===== src/rtl/red_pitaya_pll_drp_if.sv =====
// DRP port bundle between the reconfiguration sequencer (master) and the PLL (slave).
interface red_pitaya_pll_drp_if;
  logic [6:0]  drp_daddr;
  logic        drp_den;
  logic        drp_dwe;
  logic [15:0] drp_di;
  logic [15:0] drp_do;
  logic        drp_drdy;

  modport master (output drp_daddr, drp_den, drp_dwe, drp_di, input drp_do, drp_drdy);
  modport slave  (input drp_daddr, drp_den, drp_dwe, drp_di, output drp_do, drp_drdy);
endinterface


===== src/rtl/red_pitaya_pll_drp.sv =====
// ADC-clock PLL reconfiguration sequencer: holds the PLL in reset, read-modify-writes
// NREG DRP entries, releases reset and qualifies lock. Also runs the power-up lock sequence.
module red_pitaya_pll_drp #(
  parameter int unsigned NREG     = 4,
  parameter int unsigned DRDY_TO  = 64,
  parameter int unsigned LOCK_TO  = 65536,
  parameter int unsigned LOCK_STB = 256
) (
  input  logic                 clk,
  input  logic                 rstn,
  input  logic                 cfg_req,
  input  logic [7*NREG-1:0]    cfg_addr,
  input  logic [16*NREG-1:0]   cfg_mask,
  input  logic [16*NREG-1:0]   cfg_data,
  output logic                 cfg_busy,
  output logic                 cfg_done,
  output logic                 cfg_err,
  output logic [1:0]           err_code,
  output logic                 locked,
  input  logic                 pll_locked,
  output logic                 pll_rst,
  red_pitaya_pll_drp_if.master drp
);

  localparam int unsigned IDX_W = (NREG > 1) ? $clog2(NREG) : 1;
  localparam int unsigned DT_W  = $clog2(DRDY_TO + 1);
  localparam int unsigned LT_W  = $clog2(LOCK_TO + 1);
  localparam int unsigned ST_W  = $clog2(LOCK_STB + 1);
  localparam logic [1:0]  ERR_DRDY = 2'd1;
  localparam logic [1:0]  ERR_LOCK = 2'd2;

  typedef enum logic [3:0] {
    S_IDLE, S_ASSERT, S_RD, S_RD_W, S_WR, S_WR_W, S_RELEASE, S_LOCK_W, S_ERR
  } state_t;

  state_t           state;
  logic [1:0]       lock_meta;
  logic             lock_s;
  logic [6:0]       addr_q [NREG];
  logic [15:0]      mask_q [NREG];
  logic [15:0]      data_q [NREG];
  logic [IDX_W-1:0] idx;
  logic [DT_W-1:0]  drdy_tmr;
  logic [LT_W-1:0]  lock_tmr;
  logic [ST_W-1:0]  stb_cnt;
  logic [15:0]      do_cap;
  logic [1:0]       err_pend;
  logic [ST_W-1:0]  stb_next_c;

  // LOCKED is asynchronous to clk; only the synchronized copy is ever used.
  always_ff @(posedge clk or negedge rstn) begin
    if (!rstn) lock_meta <= 2'b00;
    else       lock_meta <= {lock_meta[0], pll_locked};
  end
  assign lock_s = lock_meta[1];

  assign stb_next_c = lock_s ? stb_cnt + ST_W'(1) : '0;

  always_ff @(posedge clk or negedge rstn) begin
    if (!rstn) begin
      state         <= S_RELEASE;
      pll_rst       <= 1'b1;
      cfg_busy      <= 1'b1;
      cfg_done      <= 1'b0;
      cfg_err       <= 1'b0;
      err_code      <= 2'd0;
      locked        <= 1'b0;
      drp.drp_den   <= 1'b0;
      drp.drp_dwe   <= 1'b0;
      drp.drp_daddr <= 7'd0;
      drp.drp_di    <= 16'd0;
      idx           <= '0;
      drdy_tmr      <= '0;
      lock_tmr      <= '0;
      stb_cnt       <= '0;
      do_cap        <= 16'd0;
      err_pend      <= 2'd0;
      for (int i = 0; i < NREG; i++) begin
        addr_q[i] <= 7'd0;
        mask_q[i] <= 16'd0;
        data_q[i] <= 16'd0;
      end
    end else begin
      cfg_done    <= 1'b0;
      drp.drp_den <= 1'b0;
      drp.drp_dwe <= 1'b0;
      unique case (state)
        S_IDLE: begin
          if (cfg_req) begin
            for (int i = 0; i < NREG; i++) begin
              addr_q[i] <= cfg_addr[7*i +: 7];
              mask_q[i] <= cfg_mask[16*i +: 16];
              data_q[i] <= cfg_data[16*i +: 16];
            end
            cfg_err  <= 1'b0;
            err_code <= 2'd0;
            locked   <= 1'b0;
            idx      <= '0;
            cfg_busy <= 1'b1;
            pll_rst  <= 1'b1;
            state    <= S_ASSERT;
          end else if (locked && !lock_s) begin
            locked <= 1'b0;
          end
        end
        S_ASSERT: begin
          pll_rst <= 1'b1;
          state   <= S_RD;
        end
        S_RD: begin
          drp.drp_den   <= 1'b1;
          drp.drp_daddr <= addr_q[idx];
          drdy_tmr      <= '0;
          state         <= S_RD_W;
        end
        S_RD_W: begin
          if (drp.drp_drdy) begin
            do_cap <= drp.drp_do;
            state  <= S_WR;
          end else if (drdy_tmr == DT_W'(DRDY_TO)) begin
            err_pend <= ERR_DRDY;
            state    <= S_ERR;
          end else begin
            drdy_tmr <= drdy_tmr + DT_W'(1);
          end
        end
        S_WR: begin
          drp.drp_den   <= 1'b1;
          drp.drp_dwe   <= 1'b1;
          drp.drp_daddr <= addr_q[idx];
          drp.drp_di    <= (do_cap & mask_q[idx]) | (data_q[idx] & ~mask_q[idx]);
          drdy_tmr      <= '0;
          state         <= S_WR_W;
        end
        S_WR_W: begin
          if (drp.drp_drdy) begin
            if (idx == IDX_W'(NREG - 1)) begin
              state <= S_RELEASE;
            end else begin
              idx   <= idx + IDX_W'(1);
              state <= S_RD;
            end
          end else if (drdy_tmr == DT_W'(DRDY_TO)) begin
            err_pend <= ERR_DRDY;
            state    <= S_ERR;
          end else begin
            drdy_tmr <= drdy_tmr + DT_W'(1);
          end
        end
        S_RELEASE: begin
          pll_rst  <= 1'b0;
          lock_tmr <= '0;
          stb_cnt  <= '0;
          state    <= S_LOCK_W;
        end
        // Any drop of the synced lock restarts the stability count from zero.
        S_LOCK_W: begin
          stb_cnt <= stb_next_c;
          if (stb_next_c == ST_W'(LOCK_STB)) begin
            locked   <= 1'b1;
            cfg_done <= 1'b1;
            cfg_busy <= 1'b0;
            state    <= S_IDLE;
          end else if (lock_tmr == LT_W'(LOCK_TO)) begin
            err_pend <= ERR_LOCK;
            state    <= S_ERR;
          end else begin
            lock_tmr <= lock_tmr + LT_W'(1);
          end
        end
        S_ERR: begin
          cfg_err  <= 1'b1;
          err_code <= err_pend;
          pll_rst  <= 1'b1;
          cfg_busy <= 1'b0;
          state    <= S_IDLE;
        end
        default: state <= S_IDLE;
      endcase
    end
  end

endmodule


===== src/flat_wrapper.sv =====
// flat-port wrapper written by rule: the top's interface ports become plain ports
module red_pitaya_pll_drp_flat 
#(
  parameter int unsigned NREG     = 4,
  parameter int unsigned DRDY_TO  = 64,
  parameter int unsigned LOCK_TO  = 65536,
  parameter int unsigned LOCK_STB = 256
)
  (clk, rstn, cfg_req, cfg_addr, cfg_mask, cfg_data, cfg_busy, cfg_done, cfg_err, err_code, locked, pll_locked, pll_rst, drp_drp_daddr, drp_drp_den, drp_drp_dwe, drp_drp_di, drp_drp_do, drp_drp_drdy);
  red_pitaya_pll_drp_if drp_i ();
  input  logic clk;
  input  logic rstn;
  input  logic cfg_req;
  input  logic [7*NREG-1:0] cfg_addr;
  input  logic [16*NREG-1:0] cfg_mask;
  input  logic [16*NREG-1:0] cfg_data;
  output logic cfg_busy;
  output logic cfg_done;
  output logic cfg_err;
  output logic [1:0] err_code;
  output logic locked;
  input  logic pll_locked;
  output logic pll_rst;
  output wire logic [$bits(drp_i.drp_daddr)-1:0] drp_drp_daddr;
  output wire logic [$bits(drp_i.drp_den)-1:0] drp_drp_den;
  output wire logic [$bits(drp_i.drp_dwe)-1:0] drp_drp_dwe;
  output wire logic [$bits(drp_i.drp_di)-1:0] drp_drp_di;
  input wire logic [$bits(drp_i.drp_do)-1:0] drp_drp_do;
  input wire logic [$bits(drp_i.drp_drdy)-1:0] drp_drp_drdy;
  assign drp_drp_daddr = drp_i.drp_daddr;
  assign drp_drp_den = drp_i.drp_den;
  assign drp_drp_dwe = drp_i.drp_dwe;
  assign drp_drp_di = drp_i.drp_di;
  assign drp_i.drp_do = drp_drp_do;
  assign drp_i.drp_drdy = drp_drp_drdy;
  red_pitaya_pll_drp #(.NREG(NREG), .DRDY_TO(DRDY_TO), .LOCK_TO(LOCK_TO), .LOCK_STB(LOCK_STB)) u_core (.clk(clk), .rstn(rstn), .cfg_req(cfg_req), .cfg_addr(cfg_addr), .cfg_mask(cfg_mask), .cfg_data(cfg_data), .cfg_busy(cfg_busy), .cfg_done(cfg_done), .cfg_err(cfg_err), .err_code(err_code), .locked(locked), .pll_locked(pll_locked), .pll_rst(pll_rst), .drp(drp_i));
endmodule

===== config.mk =====
export PLATFORM = sky130hd
export DESIGN_NAME = red_pitaya_pll_drp_flat
export DESIGN_NICKNAME = d
export VERILOG_FILES = /design/src/rtl/red_pitaya_pll_drp_if.sv /design/src/rtl/red_pitaya_pll_drp.sv /design/src/flat_wrapper.sv
export SDC_FILE = /design/constraint.sdc
export NUM_CORES = 1
export LEC_CHECK = 0
export BUFFER_PORTS_ARGS = -buffer_cell sky130_fd_sc_hd__buf_2
export CAP_MARGIN = 20
export CORE_MARGIN = 2
export CORE_UTILIZATION = 26
export CTS_CLUSTER_SIZE = 40
export DETAILED_ROUTE_END_ITERATION = 10
export GPL_TIMING_DRIVEN = 0
export SYNTH_ARGS = -nofsm -noshare
export SYNTH_HDL_FRONTEND = slang
export SYNTH_SLANG_ARGS = --single-unit
export TNS_END_PERCENT = 1

===== constraint.sdc =====
create_clock -name clk -period 7.7 [get_ports clk]
set_input_delay 1.54 -clock clk [delete_from_list [all_inputs] [get_ports clk]]
set_output_delay 1.54 -clock clk [all_outputs]
set_load 0.02 [all_outputs]

Word level (Yosys, flattened, before mapping)
Cells that the tools add are included.

Bits of input ports: 177. Register bits: 247.

Bitwise logic cells: 5. Multiplexer cells: 49. Eq/ne operators: 24. Reduce and logical (&&, ||, !) cells: 25. Add/sub/neg operators: 4. $lt $le $gt $ge: 1.

Operators by type and width (count): $bmux W16 S2 (2); $mux W16 (4); $mux W17 (2); $pmux W17 S2 (1); $and A16 B16 Y16 (2); $pmux W4 S8 (1); $mux W7 (4); $mux W4 (6); $pmux W9 S2 (1); $add A17 B1 Y17 const B (1); $eq A17 B17 Y1 const B (1); $eq A4 B3 Y1 const B (4); $not A16 Y16 (1); $or A16 B16 Y16 (1); $bmux W7 S2 (1); $mux W2 (7); $ne A2 B2 Y1 const B (7); $pmux W7 S2 (1); $pmux W2 S2 (3); $reduce_and A3 Y1 (4); $reduce_bool A2 Y1 (6); $mux W1 (10); $reduce_and A2 Y1 (5); $add A9 B1 Y9 const B (1); other kinds (24) (32).

Longest topological paths before layout
Word-level depth: 7. Depth in mapped cells: 9. Depth with buffers taken out: 8.

Least setup slack after synthesis
OpenSTA, ideal clock, no wires.

Path kind: input -> register. From: input port drp_drp_drdy. To: register u_core.do_cap[0]. Arrival time: 3081 ps. Library setup time: 125 ps. Slack: 4494 ps. Stages on the path: 5. Required time: 7575 ps. Cell sequence: clkbuf_1 nand2_1 nor4_2 clkbuf_1 mux2_2.

Word-level cells in the longest chain between the ends: 1.

Ends and longest elaborated chain: start, declared (RTL line flat_wrapper.sv:29) `input wire logic [$bits(drp_i.drp_drdy)-1:0] drp_drp_drdy;`; $reduce_and A2 Y1 (no source line); end signal, assigned (RTL line red_pitaya_pll_drp.sv:118) `do_cap <= drp.drp_do;`; end, declared (RTL line red_pitaya_pll_drp.sv:46) `logic [15:0] do_cap;`.

No other way between the ends. A chain may end at the register's enable or synchronous reset.

Final worst setup path
From: input port drp_drp_drdy. To: register u_core.do_cap[14].

The elaborated chain is that of the path after synthesis.

==> impl_metrics.ini <==
[yosys]
synth_async_sr_flop_share_pct = 100
synth.net_count = 1019
synth.avg_cell_area_um2 = 13.5
yosys_warnings = 0
postSynthCellCount = 836
synth.ff_latch_count = 247
synth_top_area_share_pct = 53.9
synthFlopType = sky130_fd_sc_hd__dfrtp_1
netlist_area_before_placement_um2 = 11300
synthDistinctLibCells = 62
synth.top_cells.by_count = 243 x sky130_fd_sc_hd__dfrtp_1, 180 x sky130_fd_sc_hd__mux2_2, 71 x sky130_fd_sc_hd__mux2i_1
synth.most_common_cell = sky130_fd_sc_hd__dfrtp_1
yosysSeqAreaShare_pct = 54.9
netlist.top_cell.by_area = sky130_fd_sc_hd__dfrtp_1
post_synth_edffs = 0
post_synth_main_area_contributors = sky130_fd_sc_hd__dfrtp_1 54%, sky130_fd_sc_hd__mux2_2 18%, sky130_fd_sc_hd__mux2i_1 6.3%, sky130_fd_sc_hd__mux4_2 4.6%, sky130_fd_sc_hd__nand2_1 1.3%

[floorplan]
core_area_um2 = 43000
die_y_um = 212
num_rows = 76
die_width_um = 212
ios = 209
initial_core_util_pct = 26.2
dieArea_um2 = 45000

[timing]
tns_ps = 0
rsz0062_at_grt = false
timing_hold_violations_final = 0
slew-limit-headroom_pct = 27.9
setup_ws_ps = 4220
setup-violations-final = 0
worstMarginPinSlew_ps = 1080
min_tclk_post_route_ps = 3480
slew_viol_final = 0
post-route-period-util_pct = 45.2
worst_clock_skew_on_the_final_layout_ps = 35.4
achievable-frequency_mhz = 287
holdWs_ps = 350

[cts]
gates_resized_cts_repair = 0
cts-htree-levels = 1
clk_path_buf_depth = 3
clkLatencyLatePin_ps = 580
numCtsBuffers = 30
cts_tree = built
ctsHoldBuffers = 0
clkSinkCount = 247
cts.reportedPaths.clkPinSlew_ps = 60
post_cts_buffers = 0
cts-root-buf = sky130_fd_sc_hd__clkbuf_16

[placed_design]
placement.setup.worst_slack_ps = 3510
detailed_placement_wirelength_estimate_um = 23200
routabilityCongestion = 0.788
place_area_um2 = 13100
port_buffers = 207

[global_routing]
grt_overflow_total = 0
use_met3_pct = 4.95
gr-usage-met2_pct = 24.7
grt_use_total_pct = 14.6
antenna_violations_before_repair = 14
first_global_vias = 8140
grt_most_used_layer = met2
grt_max_degree = 96
global_route_wire_length_before_repair_um = 49100
gr-usage-met1_pct = 18.2

[route]
via_count = 7643
detailedRoute.firstPassIterationCount = 5
routedWlPerCell_um = 19.2
drt_first_iter_violations = 237
detailed_route_vias_per_instance = 4.52
route.final.wire_length_um = 32400
final_antenna_net_count = 0
drcViolationCount = 0

[critical_path]
worst-endpoint-required_ps = 8170
cp_common_cell = sky130_fd_sc_hd__clkbuf_1
cp_num_buf_inv = 2
worst_path_dominant_cell_family = buffers and inverters
ordered_cell_list_for_the_critical_path = clkbuf_1, nand2_1, nor4_4, clkbuf_1, mux2_2
crit_path_start_kind = input pin
critical-path-max-stage-delay_ps = 820
crit_path_category = in2reg
critical_path_arrival_ps = 3950
timing.critical_path.to_type = flip-flop
crit_path_top_delay_cell = sky130_fd_sc_hd__clkbuf_1
critPathMaxFanout = 10

[power_and_ir_drop]
ir_worst_vdd_mv = 0.221
power.density_cell_area_nw_per_um2 = 381
power.leakage_uw = 0.00634

[final_layout]
fin_area_um2 = 14100
final_layout_size_suffix_gt1_share_pct = 45.2
fillers = 4390
synthToLayoutAreaGrowth_pct = 25.0
design.final.nets = 1262
final_core_utilization_pct = 32.8

[run_status]
status = finished, final reports clean

[job]
drv_cap = 0

[worst_hold_path]
timing.hold.worst.class = reg2reg
## cell type report
class	count	area (µm²)	share of cell area, %
sequential	247	6190	43.9
multi-input combinational	532	4830	34.2
timing repair buffer	211	1130	8.02
clock buffer	41	812	5.76
tap	585	732	5.19
buffer	46	229	1.62
clock inverter	11	123	0.870
inverter	11	41.3	0.293
antenna	6	15.0	0.107
## power breakdown
group          switching [µW]  internal (µW)  total [µW]
sequential                367           1860        2230
combinational             813            966        1780
clock                     561            800        1360
total                    1740           3630        5370
## stage by stage
step / cells / power, µW
finish: 1690 / 5370
global route: 1687 / 5730
CTS: 1684 / 5470
detailed placement: 1632 / 4070
global placement: 1628 / 3990
floorplan: 836 / 3450
## layer usage
layer / wire length [µm] / vias up
met3: 2400 / 53
met1: 13700 / 3847
li1: - / 3553
met5: 112 / -
met2: 15600 / 172
met4: 544 / 18
## worst reg2reg max path: stages, from the launching register on
cell and delay, ps:
sky130_fd_sc_hd__dfstp_2 530, sky130_fd_sc_hd__buf_2 220, sky130_fd_sc_hd__nor3_1 120, sky130_fd_sc_hd__nand3b_1 150
sky130_fd_sc_hd__clkbuf_1 380, sky130_fd_sc_hd__clkbuf_1 370, sky130_fd_sc_hd__clkbuf_1 690, sky130_fd_sc_hd__mux2_2 420
## final timing paths
check                                         startpoint                             to  cells past startpoint  slack, ps
setup / recovery                            drp_drp_drdy  u_core.do_cap[14]$_DFFE_PN0P_                      5       4220
hold / removal             u_core.lock_meta[0]$_DFF_PN0_  u_core.lock_meta[1]$_DFF_PN0_                      0        350
setup reg to reg             u_core.state[2]$_DFFE_PN1P_   u_core.mask_q[3]$_DFFE_PN0P_                      7       4710
hold reg to reg            u_core.lock_meta[0]$_DFF_PN0_  u_core.lock_meta[1]$_DFF_PN0_                      0        350
max in group asynchronous                           rstn  u_core.mask_q[31]$_DFFE_PN0P_                      3       5510
min in group asynchronous                           rstn  u_core.addr_q[23]$_DFFE_PN0P_                      1        940
## state kept, by name, summed over array words and instances, names as in the netlist, 2 cells and up
name / count
u_core.data_q: 64
u_core.mask_q: 64
u_core.addr_q: 28
u_core.lock_tmr: 17
u_core.do_cap: 16
u_core.drp.drp_di: 16
u_core.stb_cnt: 9
u_core.drdy_tmr: 7
u_core.drp.drp_daddr: 7
u_core.state: 4
u_core.err_code: 2
u_core.err_pend: 2
u_core.idx: 2
u_core.lock_meta: 2
## cell usage in the layout (no fill, tap or decap), types with 7 or more instances in the layout
| cell | Yosys | routed |
|---|---|---|
| sky130_fd_sc_hd__inv_1 | 11 | 11 |
| sky130_fd_sc_hd__nor2_1 | 39 | 39 |
| sky130_fd_sc_hd__clkbuf_1 | 27 | 36 |
| sky130_fd_sc_hd__mux2_2 | 180 | 180 |
| sky130_fd_sc_hd__and3_1 | 7 | 7 |
| sky130_fd_sc_hd__nor3_1 | 7 | 7 |
| sky130_fd_sc_hd__nor4_1 | 7 | 7 |
| sky130_fd_sc_hd__mux2i_1 | 71 | 71 |
| sky130_fd_sc_hd__o21ai_0 | 24 | 24 |
| sky130_fd_sc_hd__dfrtp_1 | 243 | 243 |
| sky130_fd_sc_hd__clkbuf_16 | 0 | 30 |
| sky130_fd_sc_hd__nand4_1 | 9 | 9 |
| sky130_fd_sc_hd__nand3_1 | 13 | 13 |
| sky130_fd_sc_hd__buf_2 | 11 | 217 |
| sky130_fd_sc_hd__a21oi_1 | 24 | 24 |
| sky130_fd_sc_hd__nand2_1 | 39 | 39 |
| sky130_fd_sc_hd__o31ai_1 | 7 | 7 |
| sky130_fd_sc_hd__xor2_1 | 7 | 7 |
| sky130_fd_sc_hd__mux4_2 | 23 | 23 |
| sky130_fd_sc_hd__nand2b_1 | 7 | 7 |
## logic make-up after synthesis
family | Yosys count | synth area share [%]
XOR/XNOR | 11 | 0.854
AND/OR/NAND/NOR | 161 | 7.76
AO/OA/AOI/OAI | 79 | 4.45
multiplexers | 275 | 29.0
flip-flops | 247 | 54.9
adder cells (fa/ha/maj) | 6 | 0.666
buffers and inverters | 57 | 2.40
(Power assumes the default switching activity.)
